File: src/rtl/uart_rx_pkg.sv
// uart_rx_pkg: shared FSM states, register offsets and status bit positions for uart_rx_buffered
package uart_rx_pkg;
  typedef enum logic [1:0] {IDLE, START, DATA, STOP} rx_state_t;
  localparam logic [1:0] REG_DATA = 2'd0;
  localparam logic [1:0] REG_STATUS = 2'd1;
  localparam int OVERSAMPLE = 16;
  localparam int ST_EMPTY = 0;
  localparam int ST_FERR = 1;
  localparam int ST_OVF = 2;
endpackage

File: src/rtl/uart_rx_buffered_fifo.sv
// rx_fifo: circular receive buffer; ports clk/rst, push/push_data in, pop in, head/count/full/empty/dropped out
module rx_fifo #(
  parameter int DEPTH = 8,
  parameter int WIDTH = 8
) (
  input  logic                       clk,
  input  logic                       rst,
  input  logic                       push,
  input  logic [WIDTH-1:0]           push_data,
  input  logic                       pop,
  output logic [WIDTH-1:0]           head,
  output logic [$clog2(DEPTH+1)-1:0] count,
  output logic                       full,
  output logic                       empty,
  output logic                       dropped
);
  localparam int AW = $clog2(DEPTH);
  localparam int CW = $clog2(DEPTH+1);
  logic [WIDTH-1:0] mem [DEPTH];
  logic [AW-1:0] wr_ptr, rd_ptr;
  logic do_pop, do_push;
  assign empty = count == '0;
  assign full = count == CW'(DEPTH);
  assign do_pop = pop && !empty;
  // a pop frees the slot first, so a push into a full buffer succeeds when both coincide
  assign do_push = push && (!full || do_pop);
  assign dropped = push && !do_push;
  assign head = mem[rd_ptr];
  always_ff @(posedge clk)
    if (do_push) mem[wr_ptr] <= push_data;
  always_ff @(posedge clk) begin
    if (rst) begin
      wr_ptr <= '0;
      rd_ptr <= '0;
      count <= '0;
    end else begin
      if (do_push) wr_ptr <= wr_ptr + 1'b1;
      if (do_pop) rd_ptr <= rd_ptr + 1'b1;
      count <= count + CW'(do_push) - CW'(do_pop);
    end
  end
endmodule

File: src/rtl/uart_rx_buffered.sv
// uart_rx_buffered: 8N1 UART receiver with FIFO and DATA/STATUS slave registers; ports clk/rst, rx, address/wd/we/re bus in, rd/rx_irq out
module uart_rx_buffered
  import uart_rx_pkg::*;
#(
  parameter int CLK_FREQ = 50_000_000,
  parameter int BAUD = 115200,
  parameter int DATA_WIDTH = 32,
  parameter int FIFO_DEPTH = 8
) (
  input  logic                  clk,
  input  logic                  rst,
  input  logic                  rx,
  input  logic [DATA_WIDTH-1:0] address,
  input  logic [DATA_WIDTH-1:0] wd,
  input  logic                  we,
  input  logic                  re,
  output logic [DATA_WIDTH-1:0] rd,
  output logic                  rx_irq
);
  localparam int DIV = CLK_FREQ / (BAUD * OVERSAMPLE);
  localparam int TW = DIV > 1 ? $clog2(DIV) : 1;
  localparam int CW = $clog2(FIFO_DEPTH+1);
  logic rx_m, rx_s, rx_prev;
  logic [TW-1:0] tcnt;
  logic tick, fall;
  rx_state_t state;
  logic [3:0] sc;
  logic [2:0] bc;
  logic [7:0] shreg;
  logic push, ferr_set;
  logic [7:0] head;
  logic [CW-1:0] count;
  logic full, empty, dropped, pop, st_wr;
  logic overflow, frame_err;
  logic [1:0] sel;
  logic [15:0] status;
  logic unused_bits;
  always_ff @(posedge clk) begin
    if (rst) begin
      rx_m <= 1'b1;
      rx_s <= 1'b1;
      rx_prev <= 1'b1;
    end else begin
      rx_m <= rx;
      rx_s <= rx_m;
      rx_prev <= rx_s;
    end
  end
  assign fall = rx_prev && !rx_s;
  // held at zero in IDLE so the first tick lands DIV clocks after the start edge
  assign tick = state != IDLE && tcnt == TW'(DIV-1);
  always_ff @(posedge clk) begin
    if (rst || state == IDLE) tcnt <= '0;
    else tcnt <= tick ? '0 : tcnt + 1'b1;
  end
  always_ff @(posedge clk) begin
    if (rst) begin
      state <= IDLE;
      sc <= '0;
      bc <= '0;
      shreg <= '0;
      push <= 1'b0;
      ferr_set <= 1'b0;
    end else begin
      push <= 1'b0;
      ferr_set <= 1'b0;
      case (state)
        IDLE: if (fall) begin
          state <= START;
          sc <= '0;
        end
        START: if (tick) begin
          if (sc == 4'(OVERSAMPLE/2-1)) begin
            state <= rx_s ? IDLE : DATA;
            sc <= '0;
            bc <= '0;
          end else sc <= sc + 1'b1;
        end
        DATA: if (tick) begin
          sc <= sc + 1'b1;
          if (sc == 4'(OVERSAMPLE-1)) begin
            shreg <= {rx_s, shreg[7:1]};
            if (bc == 3'd7) state <= STOP;
            else bc <= bc + 1'b1;
          end
        end
        STOP: if (tick) begin
          sc <= sc + 1'b1;
          if (sc == 4'(OVERSAMPLE-1)) begin
            state <= IDLE;
            push <= rx_s;
            ferr_set <= !rx_s;
          end
        end
        default: state <= IDLE;
      endcase
    end
  end
  assign sel = address[3:2];
  assign pop = re && sel == REG_DATA;
  assign st_wr = we && sel == REG_STATUS;
  rx_fifo #(.DEPTH(FIFO_DEPTH), .WIDTH(8)) u_fifo (
    .clk(clk),
    .rst(rst),
    .push(push),
    .push_data(shreg),
    .pop(pop),
    .head(head),
    .count(count),
    .full(full),
    .empty(empty),
    .dropped(dropped)
  );
  // set events take priority over a same-cycle clear
  always_ff @(posedge clk) begin
    if (rst) begin
      overflow <= 1'b0;
      frame_err <= 1'b0;
    end else begin
      overflow <= dropped || (overflow && !(st_wr && wd[ST_OVF]));
      frame_err <= ferr_set || (frame_err && !(st_wr && wd[ST_FERR]));
    end
  end
  assign status = {8'(count), 5'b0, overflow, frame_err, empty};
  assign rd = sel == REG_DATA ? DATA_WIDTH'(empty ? 8'h0 : head) :
              sel == REG_STATUS ? DATA_WIDTH'(status) : '0;
  assign rx_irq = !empty;
  assign unused_bits = ^{address[DATA_WIDTH-1:4], address[1:0], wd[DATA_WIDTH-1:3], wd[0], full};
endmodule

File: config.mk
export PLATFORM = sky130hd
export DESIGN_NAME = uart_rx_buffered
export DESIGN_NICKNAME = d
export VERILOG_FILES = /design/src/rtl/uart_rx_pkg.sv /design/src/rtl/uart_rx_buffered_fifo.sv /design/src/rtl/uart_rx_buffered.sv
export SDC_FILE = /design/constraint.sdc
export NUM_CORES = 1
export LEC_CHECK = 0
export ABC_AREA = 0
export ABC_CLOCK_PERIOD_IN_PS = 6590
export CORE_ASPECT_RATIO = 0.75
export CORE_UTILIZATION = 45
export CTS_CLUSTER_SIZE = 40
export DETAILED_ROUTE_END_ITERATION = 7
export PLACE_DENSITY = 0.72
export SYNTH_ARGS = -nofsm -noshare
export SYNTH_HDL_FRONTEND = slang
export SYNTH_HIERARCHICAL = 1
export SYNTH_SLANG_ARGS = --single-unit
File: constraint.sdc
create_clock -name clk -period 6.59 [get_ports clk]
set_clock_uncertainty 0.05 [all_clocks]
set_input_delay 1.318 -clock clk [delete_from_list [all_inputs] [get_ports clk]]
set_output_delay 1.318 -clock clk [all_outputs]
set_load 0.02 [all_outputs]
==> impl_metrics.ini <==
[outcome]
status = complete, no violations

[clock_network]
root_buffer = clkbuf_16
cts_buffers = 9
path_clk_slew_ns = 0.06
cts.sinks = 106
hold_buffers = 0
cts_buffer_depth = 2
post_cts_buffers = 0
clock_latency_ns = 0.34
cts_max_level = 3
cts_resized = 0
cts_tree = built

[timing]
tns_ns = 0
slew_headroom_pct = 39.4
setup_viol = 0
post-route-min-period_ns = 4.60
fin_crit_sh_pct = 69.8
fmax_ghz = 0.217
hold_ws_ns = 0.362
rsz0062_at_grt = false
maxSlewViolCount = 0
hold_viol = 0
tightestPinTransition_ns = 0.908

[global_route]
gr-usage-all-layers_pct = 15.5
antenna_found_initial = 0
grt_pass1_wl_um = 12600
grt_pass1_vias = 2470
grt_max_degree = 41
grt_overflow_total = 0

[worst_setup_path]
worstSetupPathType = input port to output pin
cp.required_ns = 5.22
startpoint_type = input port
end_kind = output pin
critPathArrivalTime_ns = 3.23
crit_fanout = 5
crit_path_frequent_cell = clkdlybuf4s50_1
slowest_delay_ns = 0.60
crit_chain = clkdlybuf4s50_1 > nor3_1 > buf_4 > and2_1 > clkdlybuf4s50_1
cpLargestDelayFamily = buffers and inverters
path_buf_inv = 3
crit_slowest_cell = clkdlybuf4s50_1

[die]
dieArea_um2 = 11000
die_w_um = 121
num_rows = 32
io_pins = 102
start_util_pct = 46.3
core-area_um2 = 10300
fp.dieH_um = 91.1

[job]
maxCapViolCount = 0

[worst_hold_path]
hold_path_class = flip-flop to flip-flop

[synth]
synth_xor_area_share_pct = 0.920
synthAdderAreaFrac_pct = 3.58
synth_top_family_by_area = multiplexers
yosys.area_share.simple_pct = 13.0
synth.avg_cell_area_um2 = 13.6
synth-seq-cells = 106
ys_types = 54
netlist_instances = 350
yosysSeqAreaShare_pct = 58.0
synthMuxAreaShare_pct = 14.1
synthFlopType = edfxtp_1
synth_compound_area_share_pct = 4.47
synth-edff-count = 64
synth_area_um2 = 4760
ys_warn_count = 6
ys_async_sr_fraction_pct = 0

[routing]
num_vias = 2662
first_pass_iters = 4
routed_wl_um = 7920
drc = 0
ant_nets = 0
vias_per_cell = 5.13
drt_iter0_markers = 164
wl_per_cell_um = 15.3

[final_layout]
fillers = 842
layout-drive-gt1-share_pct = 12.0
area_growth_pct = 12.3
nets = 460
num_antenna_cells = 0

[placement]
io_buffers = 21
gp_congestion = 0.780
dp_hpwl_um = 5270

[power]
p_leak_nw = 1.91
pwr_density_cell_nw_per_um2 = 258
peakVddDrop_mv = 0.129
## flip-flops by register name, summed over array words and instances, names as in the netlist, named ones only
| name | flops |
|---|---|
| sc | 4 |
| overflow | 1 |
| push | 1 |
| tcnt | 5 |
| ferr_set | 1 |
| rx_s | 1 |
| state | 1 |
| u_fifo/rd_ptr | 3 |
| frame_err | 1 |
| u_fifo/mem | 64 |
| bc | 3 |
| rx_prev | 1 |
| shreg | 8 |
| u_fifo/count | 4 |
| u_fifo/wr_ptr | 3 |
| rx_m | 1 |
## placed cells by master, fill, tap and decap left out, drive strengths merged, types with 4 or more instances in the layout
| cell type | n |
|---|---|
| ha | 12 |
| a21oi | 10 |
| conb | 20 |
| nand3 | 7 |
| buf | 10 |
| nor2b | 5 |
| nor3 | 11 |
| and2 | 9 |
| dfxtp | 42 |
| clkdlybuf4s50 | 21 |
| nand4 | 4 |
| nand2 | 13 |
| nand2b | 6 |
| nor2 | 28 |
| mux2i | 13 |
| nor4 | 4 |
| inv | 14 |
| mux4 | 16 |
| edfxtp | 64 |
| nor3b | 4 |
| clkbuf | 10 |
| mux2 | 11 |
| o21ai | 7 |
## cells in the mapped netlist, types with 4 or more instances
| library cell | n | share of area, % |
|---|---|---|
| mux4_1 | 15 | 8.3 |
| mux2i_1 | 13 | 2.7 |
| inv_1 | 12 | 0.95 |
| o21ai_0 | 6 | 0.63 |
| nor2_1 | 28 | 2.2 |
| a21oi_1 | 10 | 1.1 |
| dfxtp_1 | 42 | 18 |
| nor3_1 | 11 | 1.2 |
| nand3_1 | 7 | 0.74 |
| ha_1 | 12 | 3.2 |
| buf_4 | 20 | 3.2 |
| nand4_1 | 4 | 0.53 |
| edfxtp_1 | 64 | 40 |
| nor2b_1 | 5 | 0.66 |
| nand2b_1 | 6 | 0.79 |
| mux2_2 | 11 | 2.6 |
| nand2_1 | 13 | 1.0 |
| and2_1 | 9 | 1.2 |
| clkbuf_1 | 6 | 0.47 |
## through the flow
step | total power [W] | instances | setup WS [ns] | util (%) | instance area [um2]
2_1_floorplan | 0.000830 | 369 | 3.23 | - | 4830
3_3_place_gp | 0.000866 | 503 | 1.96 | 49.1 | 5050
3_5_place_dp | 0.000868 | 503 | 1.96 | 49.1 | 5050
4_1_cts | 0.00139 | 519 | 1.96 | 51.9 | 5350
5_1_grt | 0.00144 | 519 | 1.85 | 51.9 | 5350
6_report | 0.00138 | 519 | 1.99 | 51.9 | 5350
## path summary, 6_finish.rpt
kind                         from  cells after the start         endpoint  slack [ns]
hold reg to reg              rx_m                      1             rx_s        0.36
setup reg to reg  u_fifo/count[2]                     10  u_fifo/count[2]        4.06
hold / removal               rx_m                      1             rx_s        0.36
setup / recovery       address[3]                      5            rd[7]        1.99
## routing by layer
metal / track usage (%) / vias up / part of all wire [%] / routed length (um)
met5: 0 / - / 0 / 0
li1: - / 1330 / - / -
met1: 20.3 / 1271 / 47 / 3710
met2: 24.3 / 55 / 46 / 3670
met3: 4.90 / 6 / 5.8 / 460
met4: 4.94 / 0 / 1.0 / 82
## report_power, final
group	internal [W]	leakage, nW	switching, W
Clock	0.000295	0.141	0.000228
Sequential	0.000702	0.932	0.00000901
Combinational	0.0000607	0.832	0.0000812
## worst reg2reg max path: cells and delay by family, from the launching register on
kind                     cells  cell delay, ns
XOR/XNOR                     1            0.21
adder cells (fa/ha/maj)      3            0.75
buffers and inverters        2            0.15
flip-flops                   1            0.31
multiplexers                 1            0.21
AND/OR/NAND/NOR              3            0.72
## final cells by class
| class | instances | area, um2 | share of cell area, % |
|---|---|---|---|
| clock inverters | 6 | 63.8 | 1.19 |
| repair buffers | 31 | 285 | 5.34 |
| well taps | 136 | 170 | 3.18 |
| flip-flops and latches | 106 | 2760 | 51.7 |
| inverters | 12 | 45.0 | 0.843 |
| multi-input cells | 218 | 1790 | 33.5 |
| clock buffers | 10 | 229 | 4.28 |
## kinds of logic (layout without fill, tap and decap cells)
kind of cell / count (synthesis) / count (layout)
AO/OA/AOI/OAI: 32 / 32
XOR/XNOR: 5 / 5
adder cells (fa/ha/maj): 13 / 13
buffers and inverters: 45 / 59
flip-flops: 106 / 106
multiplexers: 40 / 40
other: 1 / 20
AND/OR/NAND/NOR: 108 / 108
No activity file was read; power rests on OpenSTA's default activity.
